`config.mk`:
```
export PLATFORM = sky130hd
export DESIGN_NAME = cpu_sequencer_flat
export DESIGN_NICKNAME = d
export VERILOG_FILES = /design/src/rtl/cpu_pkg.sv /design/src/rtl/cpu_sequencer_if.sv /design/src/rtl/instr_decode.sv /design/src/rtl/cpu_sequencer.sv /design/src/flat_wrapper.sv
export SDC_FILE = /design/constraint.sdc
export NUM_CORES = 1
export LEC_CHECK = 0
export ABC_AREA = 1
export CORE_MARGIN = 4
export CORE_UTILIZATION = 30
export CTS_CLUSTER_DIAMETER = 80
export DETAILED_ROUTE_END_ITERATION = 16
export SLEW_MARGIN = 20
export SYNTH_ARGS = -nofsm -noshare
export SYNTH_HDL_FRONTEND = slang
export SYNTH_SLANG_ARGS = --single-unit
```
`constraint.sdc`:
```
create_clock -name clk -period 4.8 [get_ports clk]
set_clock_uncertainty 0.15 [all_clocks]
set_input_delay 0.96 -clock clk [delete_from_list [all_inputs] [get_ports clk]]
set_output_delay 0.96 -clock clk [all_outputs]
set_load 0.05 [all_outputs]
```
`src/rtl/cpu_pkg.sv`:
```
// Shared types and constants for the 16-bit CPU control unit:
// opcodes, sequencer states, write-source / ALU selects and instruction field positions.
package cpu_pkg;

    localparam int PC_W_DEF   = 8;
    localparam int DATA_W_DEF = 16;
    localparam int RF_AW_DEF  = 4;
    localparam int DM_AW_DEF  = 8;

    // Instruction word layout: op[15:12] ra[11:8] rb[7:4] rd[3:0], imm8 overlaps rb/rd.
    localparam int OP_MSB  = 15;
    localparam int OP_LSB  = 12;
    localparam int RA_MSB  = 11;
    localparam int RA_LSB  = 8;
    localparam int RB_MSB  = 7;
    localparam int RB_LSB  = 4;
    localparam int RD_MSB  = 3;
    localparam int RD_LSB  = 0;
    localparam int IMM_MSB = 7;
    localparam int IMM_LSB = 0;

    typedef enum logic [3:0] {
        OP_NOOP  = 4'd0,
        OP_LOAD  = 4'd1,
        OP_STORE = 4'd2,
        OP_ADD   = 4'd3,
        OP_LOADC = 4'd4,
        OP_SUB   = 4'd5,
        OP_JZ    = 4'd6,
        OP_HALT  = 4'd7
    } opcode_e;

    typedef enum logic [3:0] {
        IDLE,
        FETCH,
        FETCH_W,
        DECODE,
        EXEC_LOADC,
        EXEC_ALU,
        EXEC_STORE,
        LD_REQ,
        LD_WB,
        EXEC_JZ,
        HALT
    } state_e;

    localparam logic [1:0] WS_ALU   = 2'd0;
    localparam logic [1:0] WS_DMEM  = 2'd1;
    localparam logic [1:0] WS_CONST = 2'd2;

    localparam logic ALU_ADD = 1'b0;
    localparam logic ALU_SUB = 1'b1;

    typedef struct packed {
        opcode_e    op;
        logic [3:0] ra;
        logic [3:0] rb;
        logic [3:0] rd;
        logic [7:0] imm8;
        logic       illegal;
    } dec_t;

endpackage

```
`src/rtl/cpu_sequencer_if.sv`:
```
// Bus between the sequencer and its surroundings: instruction ROM, data memory,
// register file and ALU controls, plus the run level and status flags.
interface cpu_sequencer_if
    import cpu_pkg::*;
#(
    parameter int PC_W   = PC_W_DEF,
    parameter int DATA_W = DATA_W_DEF,
    parameter int RF_AW  = RF_AW_DEF,
    parameter int DM_AW  = DM_AW_DEF
);

    logic              run;
    logic [PC_W-1:0]   imem_addr;
    logic [DATA_W-1:0] imem_data;
    logic [DM_AW-1:0]  dmem_addr;
    logic              dmem_rd;
    logic              dmem_wr;
    logic [RF_AW-1:0]  rf_rd_a_addr;
    logic [RF_AW-1:0]  rf_rd_b_addr;
    logic              rf_a_zero;
    logic              rf_wr;
    logic [RF_AW-1:0]  rf_wr_addr;
    logic [1:0]        rf_wr_sel;
    logic [DATA_W-1:0] rf_const;
    logic              alu_sel;
    logic [PC_W-1:0]   pc;
    logic              busy;
    logic              halted;
    logic              illegal;

    modport master (
        input  run, imem_data, rf_a_zero,
        output imem_addr, dmem_addr, dmem_rd, dmem_wr,
               rf_rd_a_addr, rf_rd_b_addr, rf_wr, rf_wr_addr, rf_wr_sel, rf_const,
               alu_sel, pc, busy, halted, illegal
    );

    modport slave (
        output run, imem_data, rf_a_zero,
        input  imem_addr, dmem_addr, dmem_rd, dmem_wr,
               rf_rd_a_addr, rf_rd_b_addr, rf_wr, rf_wr_addr, rf_wr_sel, rf_const,
               alu_sel, pc, busy, halted, illegal
    );

endinterface

```
`src/rtl/instr_decode.sv`:
```
// Combinational instruction field extraction; undefined opcodes (8-15) are
// flagged illegal and reported as NOOP so the sequencer treats them alike.
module instr_decode
    import cpu_pkg::*;
(
    input  logic [15:0] i_ir,
    output dec_t        o_dec
);

    always_comb begin
        o_dec.ra      = i_ir[RA_MSB:RA_LSB];
        o_dec.rb      = i_ir[RB_MSB:RB_LSB];
        o_dec.rd      = i_ir[RD_MSB:RD_LSB];
        o_dec.imm8    = i_ir[IMM_MSB:IMM_LSB];
        o_dec.illegal = i_ir[OP_MSB];
        o_dec.op      = i_ir[OP_MSB] ? OP_NOOP : opcode_e'(i_ir[OP_MSB:OP_LSB]);
    end

endmodule

```
`src/rtl/cpu_sequencer.sv`:
```
// Multi-cycle fetch/decode/execute sequencer for the 16-bit CPU. Owns PC and IR;
// every output is a Moore decode of the state and IR registers.
module cpu_sequencer
    import cpu_pkg::*;
#(
    parameter int PC_W   = PC_W_DEF,
    parameter int DATA_W = DATA_W_DEF,
    parameter int RF_AW  = RF_AW_DEF,
    parameter int DM_AW  = DM_AW_DEF
) (
    input logic             clk,
    input logic             rst_n,
    cpu_sequencer_if.master bus
);

    state_e            r_state;
    state_e            w_state_nxt;
    state_e            w_boundary;
    logic [PC_W-1:0]   r_pc;
    logic [PC_W-1:0]   w_pc_nxt;
    logic [PC_W-1:0]   w_pc_off;
    logic [DATA_W-1:0] r_ir;
    logic [DATA_W-1:0] w_ir_nxt;
    dec_t              w_dec;

    instr_decode u_decode (
        .i_ir  (r_ir[15:0]),
        .o_dec (w_dec)
    );

    assign w_pc_off   = PC_W'($signed(w_dec.imm8));
    assign w_boundary = bus.run ? FETCH : IDLE;

    // NOTE: sequential state uses non-blocking assignments only; the async
    // reset clears state, PC and IR so every decoded output drops at once.
    always_ff @(posedge clk or negedge rst_n) begin
        if (!rst_n) begin
            r_state <= IDLE;
            r_pc    <= '0;
            r_ir    <= '0;
        end else begin
            r_state <= w_state_nxt;
            r_pc    <= w_pc_nxt;
            r_ir    <= w_ir_nxt;
        end
    end

    always_comb begin
        w_state_nxt = r_state;
        w_pc_nxt    = r_pc;
        w_ir_nxt    = r_ir;
        case (r_state)
            IDLE:    if (bus.run) w_state_nxt = FETCH;
            FETCH:   w_state_nxt = FETCH_W;
            FETCH_W: begin
                w_ir_nxt    = bus.imem_data;
                w_pc_nxt    = r_pc + PC_W'(1);
                w_state_nxt = DECODE;
            end
            DECODE: begin
                case (w_dec.op)
                    OP_LOAD:         w_state_nxt = LD_REQ;
                    OP_STORE:        w_state_nxt = EXEC_STORE;
                    OP_ADD, OP_SUB:  w_state_nxt = EXEC_ALU;
                    OP_LOADC:        w_state_nxt = EXEC_LOADC;
                    OP_JZ:           w_state_nxt = EXEC_JZ;
                    OP_HALT:         w_state_nxt = HALT;
                    default:         w_state_nxt = w_boundary;
                endcase
            end
            // Branch offset is relative to the PC already advanced in FETCH_W.
            EXEC_JZ: begin
                if (bus.rf_a_zero) w_pc_nxt = r_pc + w_pc_off;
                w_state_nxt = w_boundary;
            end
            LD_REQ:  w_state_nxt = LD_WB;
            EXEC_LOADC, EXEC_ALU, EXEC_STORE, LD_WB: w_state_nxt = w_boundary;
            HALT:    w_state_nxt = HALT;
            default: w_state_nxt = IDLE;
        endcase
    end

    // NOTE: every output is given a default before the case so no latch is inferred.
    always_comb begin
        bus.imem_addr    = '0;
        bus.dmem_addr    = '0;
        bus.dmem_rd      = 1'b0;
        bus.dmem_wr      = 1'b0;
        bus.rf_rd_a_addr = '0;
        bus.rf_rd_b_addr = '0;
        bus.rf_wr        = 1'b0;
        bus.rf_wr_addr   = '0;
        bus.rf_wr_sel    = WS_ALU;
        bus.rf_const     = '0;
        bus.alu_sel      = ALU_ADD;
        bus.illegal      = 1'b0;
        bus.pc           = r_pc;
        bus.busy         = (r_state != IDLE) && (r_state != HALT);
        bus.halted       = (r_state == HALT);
        case (r_state)
            FETCH:  bus.imem_addr = r_pc;
            DECODE: bus.illegal   = w_dec.illegal;
            EXEC_LOADC: begin
                bus.rf_wr      = 1'b1;
                bus.rf_wr_sel  = WS_CONST;
                bus.rf_wr_addr = RF_AW'(w_dec.ra);
                bus.rf_const   = DATA_W'($signed(w_dec.imm8));
            end
            EXEC_ALU: begin
                bus.rf_rd_a_addr = RF_AW'(w_dec.ra);
                bus.rf_rd_b_addr = RF_AW'(w_dec.rb);
                bus.alu_sel      = (w_dec.op == OP_SUB) ? ALU_SUB : ALU_ADD;
                bus.rf_wr        = 1'b1;
                bus.rf_wr_sel    = WS_ALU;
                bus.rf_wr_addr   = RF_AW'(w_dec.rd);
            end
            EXEC_STORE: begin
                bus.rf_rd_a_addr = RF_AW'(w_dec.ra);
                bus.dmem_addr    = DM_AW'(w_dec.imm8);
                bus.dmem_wr      = 1'b1;
            end
            LD_REQ: begin
                bus.dmem_addr = DM_AW'(w_dec.imm8);
                bus.dmem_rd   = 1'b1;
            end
            // Address stays up while the returned data is written back.
            LD_WB: begin
                bus.dmem_addr  = DM_AW'(w_dec.imm8);
                bus.rf_wr      = 1'b1;
                bus.rf_wr_sel  = WS_DMEM;
                bus.rf_wr_addr = RF_AW'(w_dec.ra);
            end
            EXEC_JZ: bus.rf_rd_a_addr = RF_AW'(w_dec.ra);
            default: ;
        endcase
    end

endmodule

```
`src/flat_wrapper.sv`:
```
// flat-port wrapper written by rule: the top's interface ports become plain ports
module cpu_sequencer_flat import cpu_pkg::*;
#(
    parameter int PC_W   = PC_W_DEF,
    parameter int DATA_W = DATA_W_DEF,
    parameter int RF_AW  = RF_AW_DEF,
    parameter int DM_AW  = DM_AW_DEF
)
  (clk, rst_n, bus_run, bus_imem_data, bus_rf_a_zero, bus_imem_addr, bus_dmem_addr, bus_dmem_rd, bus_dmem_wr, bus_rf_rd_a_addr, bus_rf_rd_b_addr, bus_rf_wr, bus_rf_wr_addr, bus_rf_wr_sel, bus_rf_const, bus_alu_sel, bus_pc, bus_busy, bus_halted, bus_illegal);
  cpu_sequencer_if #(.PC_W(PC_W), .DATA_W(DATA_W), .RF_AW(RF_AW), .DM_AW(DM_AW)) bus_i ();
  input logic clk;
  input logic rst_n;
  input wire logic [$bits(bus_i.run)-1:0] bus_run;
  input wire logic [$bits(bus_i.imem_data)-1:0] bus_imem_data;
  input wire logic [$bits(bus_i.rf_a_zero)-1:0] bus_rf_a_zero;
  output wire logic [$bits(bus_i.imem_addr)-1:0] bus_imem_addr;
  output wire logic [$bits(bus_i.dmem_addr)-1:0] bus_dmem_addr;
  output wire logic [$bits(bus_i.dmem_rd)-1:0] bus_dmem_rd;
  output wire logic [$bits(bus_i.dmem_wr)-1:0] bus_dmem_wr;
  output wire logic [$bits(bus_i.rf_rd_a_addr)-1:0] bus_rf_rd_a_addr;
  output wire logic [$bits(bus_i.rf_rd_b_addr)-1:0] bus_rf_rd_b_addr;
  output wire logic [$bits(bus_i.rf_wr)-1:0] bus_rf_wr;
  output wire logic [$bits(bus_i.rf_wr_addr)-1:0] bus_rf_wr_addr;
  output wire logic [$bits(bus_i.rf_wr_sel)-1:0] bus_rf_wr_sel;
  output wire logic [$bits(bus_i.rf_const)-1:0] bus_rf_const;
  output wire logic [$bits(bus_i.alu_sel)-1:0] bus_alu_sel;
  output wire logic [$bits(bus_i.pc)-1:0] bus_pc;
  output wire logic [$bits(bus_i.busy)-1:0] bus_busy;
  output wire logic [$bits(bus_i.halted)-1:0] bus_halted;
  output wire logic [$bits(bus_i.illegal)-1:0] bus_illegal;
  assign bus_i.run = bus_run;
  assign bus_i.imem_data = bus_imem_data;
  assign bus_i.rf_a_zero = bus_rf_a_zero;
  assign bus_imem_addr = bus_i.imem_addr;
  assign bus_dmem_addr = bus_i.dmem_addr;
  assign bus_dmem_rd = bus_i.dmem_rd;
  assign bus_dmem_wr = bus_i.dmem_wr;
  assign bus_rf_rd_a_addr = bus_i.rf_rd_a_addr;
  assign bus_rf_rd_b_addr = bus_i.rf_rd_b_addr;
  assign bus_rf_wr = bus_i.rf_wr;
  assign bus_rf_wr_addr = bus_i.rf_wr_addr;
  assign bus_rf_wr_sel = bus_i.rf_wr_sel;
  assign bus_rf_const = bus_i.rf_const;
  assign bus_alu_sel = bus_i.alu_sel;
  assign bus_pc = bus_i.pc;
  assign bus_busy = bus_i.busy;
  assign bus_halted = bus_i.halted;
  assign bus_illegal = bus_i.illegal;
  cpu_sequencer #(.PC_W(PC_W), .DATA_W(DATA_W), .RF_AW(RF_AW), .DM_AW(DM_AW)) u_core (.clk(clk), .rst_n(rst_n), .bus(bus_i));
endmodule
```
After elaboration in Yosys (flattened, before gate mapping)
Cells that the tools add are included.

word-level totals
  bits in registers = 28
  output and inout bits = 61
  word-level logic and storage cells = 56

operators by class
  add/sub/neg operators = 2
  equal/unequal tests = 20
  mux-type cells = 20
  reductions and logical operators = 11

operators by type and width
  operator                                       number
  == test 4 x 3 -> 1 bit, second input constant  8
  one-hot mux 4 bit (7 select lines)             1
  two-way mux 8 bit                              3
  one-hot mux 4 bit (6 select lines)             1
  == test 4 x 2 -> 1 bit, second input constant  4
  two-way mux 16 bit                             1
  one-hot mux 8 bit (2 select lines)             1
  == test 4 bit, second input constant           3
  two-way mux 4 bit                              3
  OR reduction 3 bit                             3
  adder 8 x 1 -> 8 bit, second input constant    1
  adder 8 bit                                    1
  == test 4 x 1 -> 1 bit, second input constant  2
  one-hot mux 4 bit (2 select lines)             1
  two-way mux 1 bit                              7
  OR reduction 5 bit                             1
  zero test 4 bit                                1
  inequality test 2 bit, second input constant   2
  inequality test 4 bit, second input constant   1
  one-hot mux 2 bit (2 select lines)             1
  nonzero test 4 bit                             1
  OR reduction 2 bit                             2
  two-way mux 3 bit                              1
  AND reduction 2 bit                            1
  2 further kinds                                2

Depth between registers and ports, before layout
Gate-level depths: netlist of run 1.

  word-level depth = 5
  mapped depth = 14
  depth with buffers taken out = 14

By module
From an unflattened synthesis of run 1, not the netlist that was laid out.

second synthesis, totals
  cell total of the unflattened synthesis = 293
  area total of the unflattened synthesis = 2194.6 um2

by module, submodules not included
  module         times used  cells each  area an instance (um2)  sequential area each (um2)
  cpu_sequencer  1           264         2003.2                  700.7
  instr_decode   1           29          191.4                   0.0

Worst setup path after synthesis of run 1
Ideal clock, no wire load.

  path type = flip-flop to output port
  start point = register u_core.r_state[0]
  end point = output bus_rf_const[10]
  data arrival time = 2.724 ns
  data required time = 3.690 ns
  slack = 0.966 ns
  stages on the path, launching flop included = 7
  path buffers = 1
  path through = dfrtp_1 > nor2_1 > inv_1 > nor2_2 > inv_1 > nor2_1 > buf_4

on the way
  cells in the longest elaborated chain, start to end = 2

RTL lines
  element                 RTL line              text
  start, declared         cpu_sequencer.sv:16   state_e r_state;
  start signal, assigned  cpu_sequencer.sv:42   r_state <= w_state_nxt;
  == test 4 x 3 -> 1 bit  cpu_sequencer.sv:100  case (r_state)
  two-way mux 16 bit      cpu_sequencer.sv:100
  end, declared           flat_wrapper.sv:25    output wire logic [$bits(bus_i.rf_const)-1:0] bus_rf_const;

No other way between the ends.

Final worst setup path of run 1
  start point = register u_core.r_state[0]
  end point = output bus_rf_const[15]

The elaborated chain is that of the path after synthesis.

==> out/qor_table.md, run 1 <==
| Result | This run | Unit |
|---|---|---|
| Run status | finished, final reports clean | - |
| Max-slew violations | 0 | - |
| Seq cells post-synth | 28 | - |
| Wire length of the first global-routing pass | 9300 | um |
| Final worst-path setup slack | 0.891 | ns |
| IR drop worst, VDD | 298 | uV |
| Post-CTS Hold Fix Bufs | 0 | - |
| Measured slew at the worst slew-check pin | 0.537 | ns |
| Clock transition at the register clock pins on the worst setup and hold paths after CTS | 0.10 | ns |
| Syn nets | 311 | - |
| Die X | 88.6 | um |
| Launching instance or port of the critical path | u_core.r_state[0] | - |
| Clock latency of the later-clocked register in the worst-skew pair | 0.27 | ns |
| Hold WC Path Type | flop to flop | - |
| Antenna violations before repair | 0 | - |
| Initial cell density of the core | 30.9 | % |
| Final weighted congestion in routability-driven placement | 0.947 | - |
| PnR Total Power | 1920 | uW |
| Met1 Resource Use GR | 20.1 | % |
| Routed via count | 1969 | - |
| Final wirelength | 5650 | um |
| Area delta synth->final | 45.4 | % |
| Path type of the worst setup path | flop to primary output | - |
| Final core occ | 44.9 | % |
| Number of cells on the worst reg-to-reg path | 13 | - |
| Core outline area | 6310 | sq um |
| CTS buffer count | 3 | - |
| Antenna Cells | 0 | - |
| Required time at the endpoint of the critical path | 3.69 | ns |
| Mapped Area | 1950 | sq um |
| Total global-route track usage | 15.0 | % |
| Met2 layer usage reported by global route | 23.9 | % |
| Crit end category | primary output | - |
| Pin count of the biggest net entering global routing | 29 | - |
| Setup bufs post-CTS | 0 | - |
| Gr ovfl total | 0 | - |
| Fmax achieved | 256 | MHz |
| Vias per cell | 4.55 | - |
| Synthesized instance count | 283 | - |
| Post-route ant nets | 0 | - |
| Most used cells in the layout excluding fill and tap cells | 80 x clkdlybuf4s50_1, 67 x nor2_1, 48 x inv_1 | - |
| Met3 usage | 4.19 | % |
| Leakage power total | 0.00139 | uW |
| Most common cell after layout, fill and taps aside | clkdlybuf4s50_1 | - |
| Clock tree from TritonCTS | yes | - |
| Number of gates resized after cts | 0 | - |
| Number of H-tree levels | 1 | - |
| Power per Cell Area | 679 | nW/um^2 |
| Period utilization | 81.4 | % |
| Number of buffers on the longest clock path | 2 | - |
| Number of rows created at floorplan | 29 | - |
| WHS Path Cells | 2 | - |
| Critical path peak fanout | 9 | - |
| RSZ-0062 raised after global routing | false | - |
| Worst reg2reg setup slack | 2.39 | ns |
| Data arrival time at the worst-slack endpoint | 2.80 | ns |
| Synth Area per Inst | 6.88 | sq um |
| Headroom to the max-slew limit | 64.1 | % |
| Number of hold-slack violations in the final timing report | 0 | - |
| Final layout net count | 385 | - |
| 1st-iter DRT viols | 84 | - |
| Proportion of synthesized chip area in sequential cells | 36.0 | % |
| First-pass iteration count of the detailed router | 4 | - |
| Count of unique library cells instantiated by Yosys | 28 | - |
| Peak-usage layer in the global routing report | met2 | - |
| Vertical die dimension | 88.6 | um |
| Fin area | 2830 | sq um |
| I/O pin count | 81 | - |
| Worst min-delay path endpoint | u_core.bus.pc[7] | - |
| Setup TNS | 0 | ns |
| Warnings, synthesis | 0 | - |
| Share of cells above drive strength 1 | 5.06 | % |
| Floorplan die area | 7850 | sq um |
| Reg2Reg Launch Point | u_core.r_state[2] | - |
| Avg WL per Cell | 13.1 | um |
| CTS sink count | 28 | - |
| Clock tree root buffer cell | clkbuf_8 | - |
| Hold Startpoint | u_core.bus.pc[7] | - |
| Setup Viol. Count Final | 0 | - |
| Worst reg2reg endpoint | u_core.bus.pc[6] | - |
| Count of port buffers added during placement | 80 | - |
| DRC | 0 | - |
| Placed cell area | 2760 | sq um |
| Maximum Capacitance Violations | 0 | - |
| Pre-CTS setup slack | 1.22 | ns |
| Worst setup SP type | flop | - |
| Post-DP HPWL | 4410 | um |
| Final min period | 3.91 | ns |
| Vias in the first global route | 1941 | - |
## cell type report
| class | instances | area [sq um] |
|---|---|---|
| Fill cell | 680 | 3480 |
| Tap cell | 77 | 96.3 |
| Multi-Input combinational cell | 192 | 961 |
| Timing Repair Buffer | 82 | 816 |
| Inverter | 50 | 188 |
| Clock buffer | 3 | 41.3 |
| Sequential cell | 28 | 701 |
| Clock inverter | 1 | 30.0 |
## critical path: stages (launching register included)
cell	delay, ns
dfrtp_1	0.47
nor2_1	0.23
inv_1	0.10
nor2_2	0.23
inv_1	0.18
nor2_1	0.41
clkdlybuf4s50_1	0.90
## worst max path at each step
stage,to,depth (start not counted)
global route,bus_rf_const[12],6
CTS,bus_rf_const[15],6
global placement,bus_rf_const[12],6
detailed placement,bus_rf_const[15],6
floorplan,bus_rf_const[10],6
finish,bus_rf_const[15],6
## registers in the layout (all words and copies together) (netlist names)
name / count
u_core.r_ir: 16
u_core.r_state: 4
u_core.bus.pc: 8
## cell families (layout without fill, tap and decap cells)
logic type	count (synthesis)	count (layout)	share of synthesized area, %
xor gates and xnor gates	2	2	0.899
buffers and inverters	63	136	14.7
adders and majority gates	8	8	5.52
DFF	28	28	36.0
and+or+nand+nor	138	138	29.2
AOI/OAI and AO/OA	40	40	10.7
muxes	4	4	3.08
## metal layers
layer	share of wire [%]	wire length [um]	vias to the layer above
met2	45	2530	77
li1	-	-	1015
met4	2.0	111	0
met5	0	0	-
met1	46	2590	863
met3	7.5	423	14
## power by group
part / total, uW / internal, uW / switching, uW
registers: 432 / 347 / 84.8
logic: 1300 / 412 / 890
clock network: 189 / 112 / 77.1
## metrics by stage
stage          hold WS [ns]  instances
6_report              0.367        433
5_1_grt               0.412        433
3_5_place_dp          0.354        429
4_1_cts               0.378        433
2_1_floorplan         0.342        283
3_3_place_gp          0.342        429
## Yosys cell counts
library cell	number	area, sq um
nand3_1	12	60.1
nand2_1	46	173
a21oi_2	1	8.76
ha_1	7	87.6
dfrtp_1	28	701
inv_2	1	3.75
buf_6	2	22.5
nor2_2	3	18.8
o21ai_0	15	75.1
nor2_1	67	251
o22ai_1	1	6.26
a21oi_1	22	110
xor2_1	1	8.76
inv_1	48	180
nor4_1	1	6.26
o211ai_1	1	7.51
nand4_1	3	18.8
clkinv_1	1	3.75
nand2_2	2	12.5
xnor2_1	1	8.76
mux2_4	4	60.1
clkbuf_1	1	3.75
nand2b_1	1	6.26
buf_4	9	67.6
fa_1	1	20.0
nor2_4	1	11.3
nor3_1	2	10.0
buf_2	1	5.00
Note: power is estimated with default switching activity, not from simulation.
==> run 2: changes to the inputs <==
- clock period: 4.8 -> 3.2 ns (I/O delays scaled with it)
==> out/qor_table.md, run 2 (synthesized netlist as in run 1, its figures left out) <==
| Result | This run | Unit | Change |
|---|---|---|---|
| Run status | finished, final reports clean | - | unchanged |
| Critical path peak fanout | 8 | - | was 9 |
| Area delta synth->final | 45.3 | % | was 45.4% |
| CTS sink count | 28 | - | unchanged |
| RSZ-0062 raised after global routing | false | - | unchanged |
| Hold Startpoint | u_core.bus.pc[7] | - | unchanged |
| Required time at the endpoint of the critical path | 2.41 | ns | was 3.69 ns |
| Final layout net count | 386 | - | was 385 |
| Share of cells above drive strength 1 | 11.8 | % | was 5.06% |
| Worst reg2reg setup slack | 0.78 | ns | was 2.39 ns |
| Reg2Reg Launch Point | u_core.r_state[1] | - | was u_core.r_state[2] |
| Measured slew at the worst slew-check pin | 0.588 | ns | was 0.537 ns |
| Register with the most flip-flops | u_core.r_ir | - | unchanged |
| Crit end category | primary output | - | unchanged |
| Path type of the worst setup path | flop to primary output | - | unchanged |
| Routed via count | 2012 | - | was 1969 |
| Worst reg2reg endpoint | u_core.bus.pc[6] | - | unchanged |
| Worst min-delay path endpoint | u_core.bus.pc[7] | - | unchanged |
| Count of port buffers added during placement | 80 | - | unchanged |
| Final min period | 3.06 | ns |  |
| Post-DP HPWL | 4470 | um | was 4410 um |
| Floorplan die area | 7850 | sq um | unchanged |
| CTS buffer count | 3 | - | unchanged |
| 1st-iter DRT viols | 59 | - | was 84 |
| Number of hold-slack violations in the final timing report | 0 | - | unchanged |
| Die X | 88.6 | um | unchanged |
| Number of H-tree levels | 1 | - | unchanged |
| Max-slew violations | 0 | - | unchanged |
| Final weighted congestion in routability-driven placement | 0.952 | - | was 0.947 |
| Core outline area | 6310 | sq um | unchanged |
| Final wirelength | 5600 | um | was 5650 um |
| Final worst-path setup slack | 0.138 | ns | was 0.891 ns |
| DRC | 0 | - | unchanged |
| I/O pin count | 81 | - | unchanged |
| First-pass iteration count of the detailed router | 4 | - | unchanged |
| Clock latency of the later-clocked register in the worst-skew pair | 0.27 | ns | about the same |
| Antenna violations before repair | 0 | - | unchanged |
| Period utilization | 95.7 | % |  |
| Number of buffers on the longest clock path | 2 | - | unchanged |
| Gr ovfl total | 0 | - | unchanged |
| Antenna Cells | 0 | - | unchanged |
| Most used cells in the layout excluding fill and tap cells | 66 x nor2_1, 48 x inv_1, 46 x nand2_1 | - | was 80 x clkdlybuf4s50_1, 67 x nor2_1, 48 x inv_1 |
| IR drop worst, VDD | 516 | uV | was 298 uV |
| Headroom to the max-slew limit | 60.7 | % | was 64.1% |
| Clock tree from TritonCTS | yes | - | unchanged |
| Post-route ant nets | 0 | - | unchanged |
| Worst setup SP type | flop | - | unchanged |
| Leakage power total | 0.00175 | uW | was 0.00139 uW |
| Fmax achieved | 327 | MHz |  |
| Clock tree root buffer cell | clkbuf_8 | - | unchanged |
| Vias per cell | 4.64 | - | was 4.55 |
| Number of rows created at floorplan | 29 | - | unchanged |
| Max FFs per register | 16 | - | unchanged |
| Hold WC Path Type | flop to flop | - | unchanged |
| Vertical die dimension | 88.6 | um | unchanged |
| Setup Viol. Count Final | 0 | - | unchanged |
| Clock transition at the register clock pins on the worst setup and hold paths after CTS | 0.10 | ns | about the same |
| Wire length of the first global-routing pass | 9050 | um | was 9300 um |
| Setup TNS | 0 | ns | unchanged |
| Number of cells on the worst reg-to-reg path | 13 | - | unchanged |
| Pre-CTS setup slack | 0.391 | ns | was 1.22 ns |
| Avg WL per Cell | 12.9 | um | was 13.1 um |
| Most common cell after layout, fill and taps aside | nor2_1 | - | was clkdlybuf4s50_1 |
| Total global-route track usage | 14.6 | % | was 15.0% |
| Number of inserted filler cells in the final layout | 676 | - | was 680 |
| Pin count of the biggest net entering global routing | 29 | - | unchanged |
| Power per Cell Area | 1020 | nW/um^2 | was 679 nW/um^2 |
| Vias in the first global route | 1934 | - | was 1941 |
| WHS Path Cells | 2 | - | unchanged |
| Data arrival time at the worst-slack endpoint | 2.27 | ns | was 2.80 ns |
| Initial cell density of the core | 30.9 | % | unchanged |
| Maximum Capacitance Violations | 0 | - | unchanged |
==> run 2: power by group <==
group | leakage, uW | internal [uW] | switching, uW | total [uW]
Clock | 0.0000357 | 167 | 113 | 280
Combinational | 0.00139 | 609 | 1340 | 1940
Sequential | 0.000328 | 521 | 128 | 649
Total | 0.00175 | 1300 | 1580 | 2870
==> run 2: cell type report <==
class                   count  area (sq um)  area share, %
clock buffers               3          41.3           1.46
clock inverters             1          30.0           1.06
inverters                  50           188           6.63
multi-input cells         192           963           34.0
flip-flops and latches     28           701           24.8
well taps                  77          96.3           3.40
repair buffers             83           811           28.6
==> run 2: through the flow <==
step                      std cells  area [sq um]  hold slack, ns  power [uW]  util (%)
after floorplan                 283          1950           0.194        2070         -
after global placement          430          2720           0.331        2600      43.0
after detailed placement        430          2720           0.347        2610      43.0
after CTS                       434          2790           0.371        2910      44.2
after global routing            434          2830           0.440        3120      44.8
final                           434          2830           0.357        2870      44.8
==> run 2: per-layer routing <==
| metal | track usage, % | routed length (um) |
|---|---|---|
| met5 | 0 | 0 |
| met4 | 3.57 | 66 |
| met3 | 2.61 | 422 |
| met2 | 24.8 | 2680 |
| met1 | 19.4 | 2440 |
==> run 2: worst max path at each step <==
stage | from | endpoint | slack, ns | cells after the start
floorplan | u_core.r_state[0] | bus_rf_const[10] | 0.03 | 6
global placement | u_core.r_state[3] | bus_alu_sel | 0.43 | 4
detailed placement | u_core.r_state[2] | bus_alu_sel | 0.39 | 5
CTS | u_core.r_state[2] | bus_alu_sel | 0.05 | 5
global route | u_core.r_state[2] | bus_rf_rd_b_addr[2] | 0.005 | 5
finish | u_core.r_state[1] | bus_dmem_addr[4] | 0.14 | 6
==> run 2: repair_timing <==
item | 4_1_cts | 5_1_grt
hold buffers | 0 | 0
buffers inserted | 0 | 0
resized for setup | 0 | 17
endpoints found under the setup margin | 0 | 17
==> run 2: worst max-delay path, cell delays in order, from the launching register on <==
cell and delay (ns):
dfrtp_1 0.48, nor2_1 0.20, nand2_1 0.11, inv_1 0.16, a21oi_2 0.11, nor2_1 0.12
clkdlybuf4s50_1 0.81
==> run 3: changes to the inputs <==
- clock period: 3.2 -> 3.5 ns (I/O delays scaled with it)
==> out/qor_table.md, run 3 (synthesized netlist as in run 1, its figures left out) <==
| Result | This run | Unit | Change |
|---|---|---|---|
| Run status | finished, final reports clean | - | unchanged |
| Number of buffers on the longest clock path | 2 | - | unchanged |
| Share of cells above drive strength 1 | 5.34 | % | was 11.8% |
| Hold Startpoint | u_core.bus.pc[7] | - | unchanged |
| Reg2Reg Launch Point | u_core.r_state[2] | - | was u_core.r_state[1] |
| Number of rows created at floorplan | 29 | - | unchanged |
| Initial cell density of the core | 30.9 | % | unchanged |
| Gr ovfl total | 0 | - | unchanged |
| RSZ-0062 raised after global routing | false | - | unchanged |
| Highest layer used for signal routing | met4 | - | unchanged |
| Measured slew at the worst slew-check pin | 0.529 | ns | was 0.588 ns |
| Routed length on met2 | 2670 | um | was 2680 um |
| WHS Path Cells | 2 | - | unchanged |
| Number of H-tree levels | 1 | - | unchanged |
| Critical path peak fanout | 8 | - | unchanged |
| Slowest cell delay on critical path | 0.82 | ns | was 0.81 ns |
| Clock tree from TritonCTS | yes | - | unchanged |
| Setup Viol. Count Final | 0 | - | unchanged |
| Vertical die dimension | 88.6 | um | unchanged |
| Worst min-delay path endpoint | u_core.bus.pc[7] | - | unchanged |
| Hold WC Path Type | flop to flop | - | unchanged |
| Most used cells in the layout excluding fill and tap cells | 71 x clkdlybuf4s50_1, 66 x nor2_1, 48 x inv_1 | - | was 66 x nor2_1, 48 x inv_1, 46 x nand2_1 |
| Pin count of the biggest net entering global routing | 29 | - | unchanged |
| Most common cell after layout, fill and taps aside | clkdlybuf4s50_1 | - | was nor2_1 |
| Maximum Capacitance Violations | 0 | - | unchanged |
| Amount of wire on met3 after detailed routing | 430 | um | was 422 um |
| M1 wire length | 2490 | um | was 2440 um |
| DRC | 0 | - | unchanged |
| Final wirelength | 5630 | um | was 5600 um |
| Max FFs per register | 16 | - | unchanged |
| Cell-by-cell trace of the critical path | nor2_1, inv_1, nor2_2, inv_1, nor2_1, clkdlybuf4s50_1 | - | was nor2_1, nand2_1, inv_1, a21oi_2, nor2_1, clkdlybuf4s50_1 |
| Number of gates resized after cts | 0 | - | unchanged |
| Headroom to the max-slew limit | 64.6 | % | was 60.7% |
| Required time at the endpoint of the critical path | 2.65 | ns | was 2.41 ns |
| Max-slew violations | 0 | - | unchanged |
| Data arrival time at the worst-slack endpoint | 2.43 | ns | was 2.27 ns |
| Floorplan die area | 7850 | sq um | unchanged |
| Area of the multi-input gates | 963 | sq um | unchanged |
| I/O pin count | 81 | - | unchanged |
| IR drop worst, VDD | 547 | uV | was 516 uV |
| Routed via count | 2003 | - | was 2012 |
| Avg WL per Cell | 13.0 | um | was 12.9 um |
| Cell family with the largest share of critical-path delay | buffers and inverters | - | unchanged |
| First-pass iteration count of the detailed router | 4 | - | unchanged |
| Final layout net count | 385 | - | was 386 |
| Leakage power total | 0.00155 | uW | was 0.00175 uW |
| Worst reg2reg endpoint | u_core.bus.pc[6] | - | unchanged |
| Post-route ant nets | 0 | - | unchanged |
| Clock tree root buffer cell | clkbuf_8 | - | unchanged |
| Count of port buffers added during placement | 80 | - | unchanged |
| CTS sink count | 28 | - | unchanged |
| Power per Cell Area | 908 | nW/um^2 | was 1020 nW/um^2 |
| Clock transition at the register clock pins on the worst setup and hold paths after CTS | 0.10 | ns | about the same |
| Slowest-stage cell, CP | clkdlybuf4s50_1 | - | unchanged |
| Crit end category | primary output | - | unchanged |
| Vias per cell | 4.63 | - | was 4.64 |
| Total global-route track usage | 14.4 | % | was 14.6% |
| Vias in the first global route | 1869 | - | was 1934 |
| Area delta synth->final | 45.9 | % | was 45.3% |
| PnR Total Power | 2580 | uW | was 2870 uW |
| 1st-iter DRT viols | 74 | - | was 59 |
| Fmax achieved | 305 | MHz |  |
| Antenna Cells | 0 | - | unchanged |
| Setup bufs post-CTS | 0 | - | unchanged |
| Worst setup SP type | flop | - | unchanged |
| Final weighted congestion in routability-driven placement | 0.923 | - | was 0.952 |
| Setup TNS | 0 | ns | unchanged |
| Worst reg2reg setup slack | 1.07 | ns | was 0.78 ns |
| Period utilization | 93.7 | % |  |
| Die X | 88.6 | um | unchanged |
| Sequential cell area | 701 | sq um | unchanged |
| Post-CTS Hold Fix Bufs | 0 | - | unchanged |
| Number of cells on the worst reg-to-reg path | 13 | - | unchanged |
| Register with the most flip-flops | u_core.r_ir | - | unchanged |
| Number of inserted filler cells in the final layout | 657 | - | was 676 |
| Core outline area | 6310 | sq um | unchanged |
| Path type of the worst setup path | flop to primary output | - | unchanged |
| Post-DP HPWL | 4490 | um | was 4470 um |
| Final min period | 3.28 | ns |  |
| Number of buffer and inverter instances along the worst setup path | 3 | - | was 2 |
| Number of hold-slack violations in the final timing report | 0 | - | unchanged |
| Wire length of the first global-routing pass | 8830 | um | was 9050 um |
| Clock latency of the later-clocked register in the worst-skew pair | 0.28 | ns | was 0.27 ns |
| Final worst hold slack | 0.370 | ns | was 0.357 ns |
| Antenna violations before repair | 0 | - | unchanged |
| CTS buffer count | 3 | - | unchanged |
## run 3: changes by cell type in the layout (fill, tap and decap cells not counted), sizes merged
cell	delta
clkdlybuf4s50	+30
buf	-23
dlymetal6s2s	-8
bufinv	-1
clkbuf	+1
## run 3: worst register-to-register path, stage by stage, from the launching register on
cell     delay, ns
dfrtp_1       0.42
inv_1         0.11
nand2_1       0.12
nor2_4        0.20
inv_1         0.14
nor2_1        0.19
inv_1         0.08
fa_1          0.43
inv_1         0.09
nand4_1       0.12
nand4_1       0.11
nand2_1       0.06
nand2_1       0.05
nand2_1       0.05
## run 3: how the worst max path moves through the flow
stage,depth (start not counted),from,end
detailed placement,6,u_core.r_state[1],bus_rf_const[14]
floorplan,6,u_core.r_state[0],bus_rf_const[10]
global route,6,u_core.r_state[3],bus_imem_addr[6]
CTS,7,u_core.r_state[2],bus_rf_const[14]
global placement,7,u_core.r_state[2],bus_rf_const[9]
finish,6,u_core.r_state[0],bus_rf_const[0]
## run 3: metrics by stage
step | setup WS, ns | area (sq um) | instances | utilization [%]
after floorplan | 0.273 | 1950 | 283 | -
after global placement | 0.450 | 2760 | 429 | 43.8
after detailed placement | 0.364 | 2760 | 429 | 43.8
after CTS | 0.0333 | 2820 | 433 | 44.6
after global routing | 0.0338 | 2840 | 433 | 45.0
final | 0.219 | 2840 | 433 | 45.0
## run 3: routing by layer
layer  global-route usage [%]  up-vias
met5                        0        -
met4                     3.02        0
met3                     2.70        8
met2                     24.1       67
met1                     19.4      911
li1                         -     1017
## run 3: layout make-up
cell class / instances / area share, %
flip-flops and latches: 28 / 24.7
repair buffers: 82 / 29.5
inverters: 50 / 6.61
multi-input cells: 192 / 33.9
well taps: 77 / 3.39
clock buffers: 4 / 1.94
## run 3: power by group
| group | switching, uW | internal [uW] | leakage [uW] | total (uW) |
|---|---|---|---|---|
| logic | 1220 | 566 | 0.00119 | 1780 |
| registers | 114 | 477 | 0.000328 | 591 |
| clock network | 105 | 101 | 0.0000288 | 205 |
| total | 1440 | 1140 | 0.00155 | 2580 |
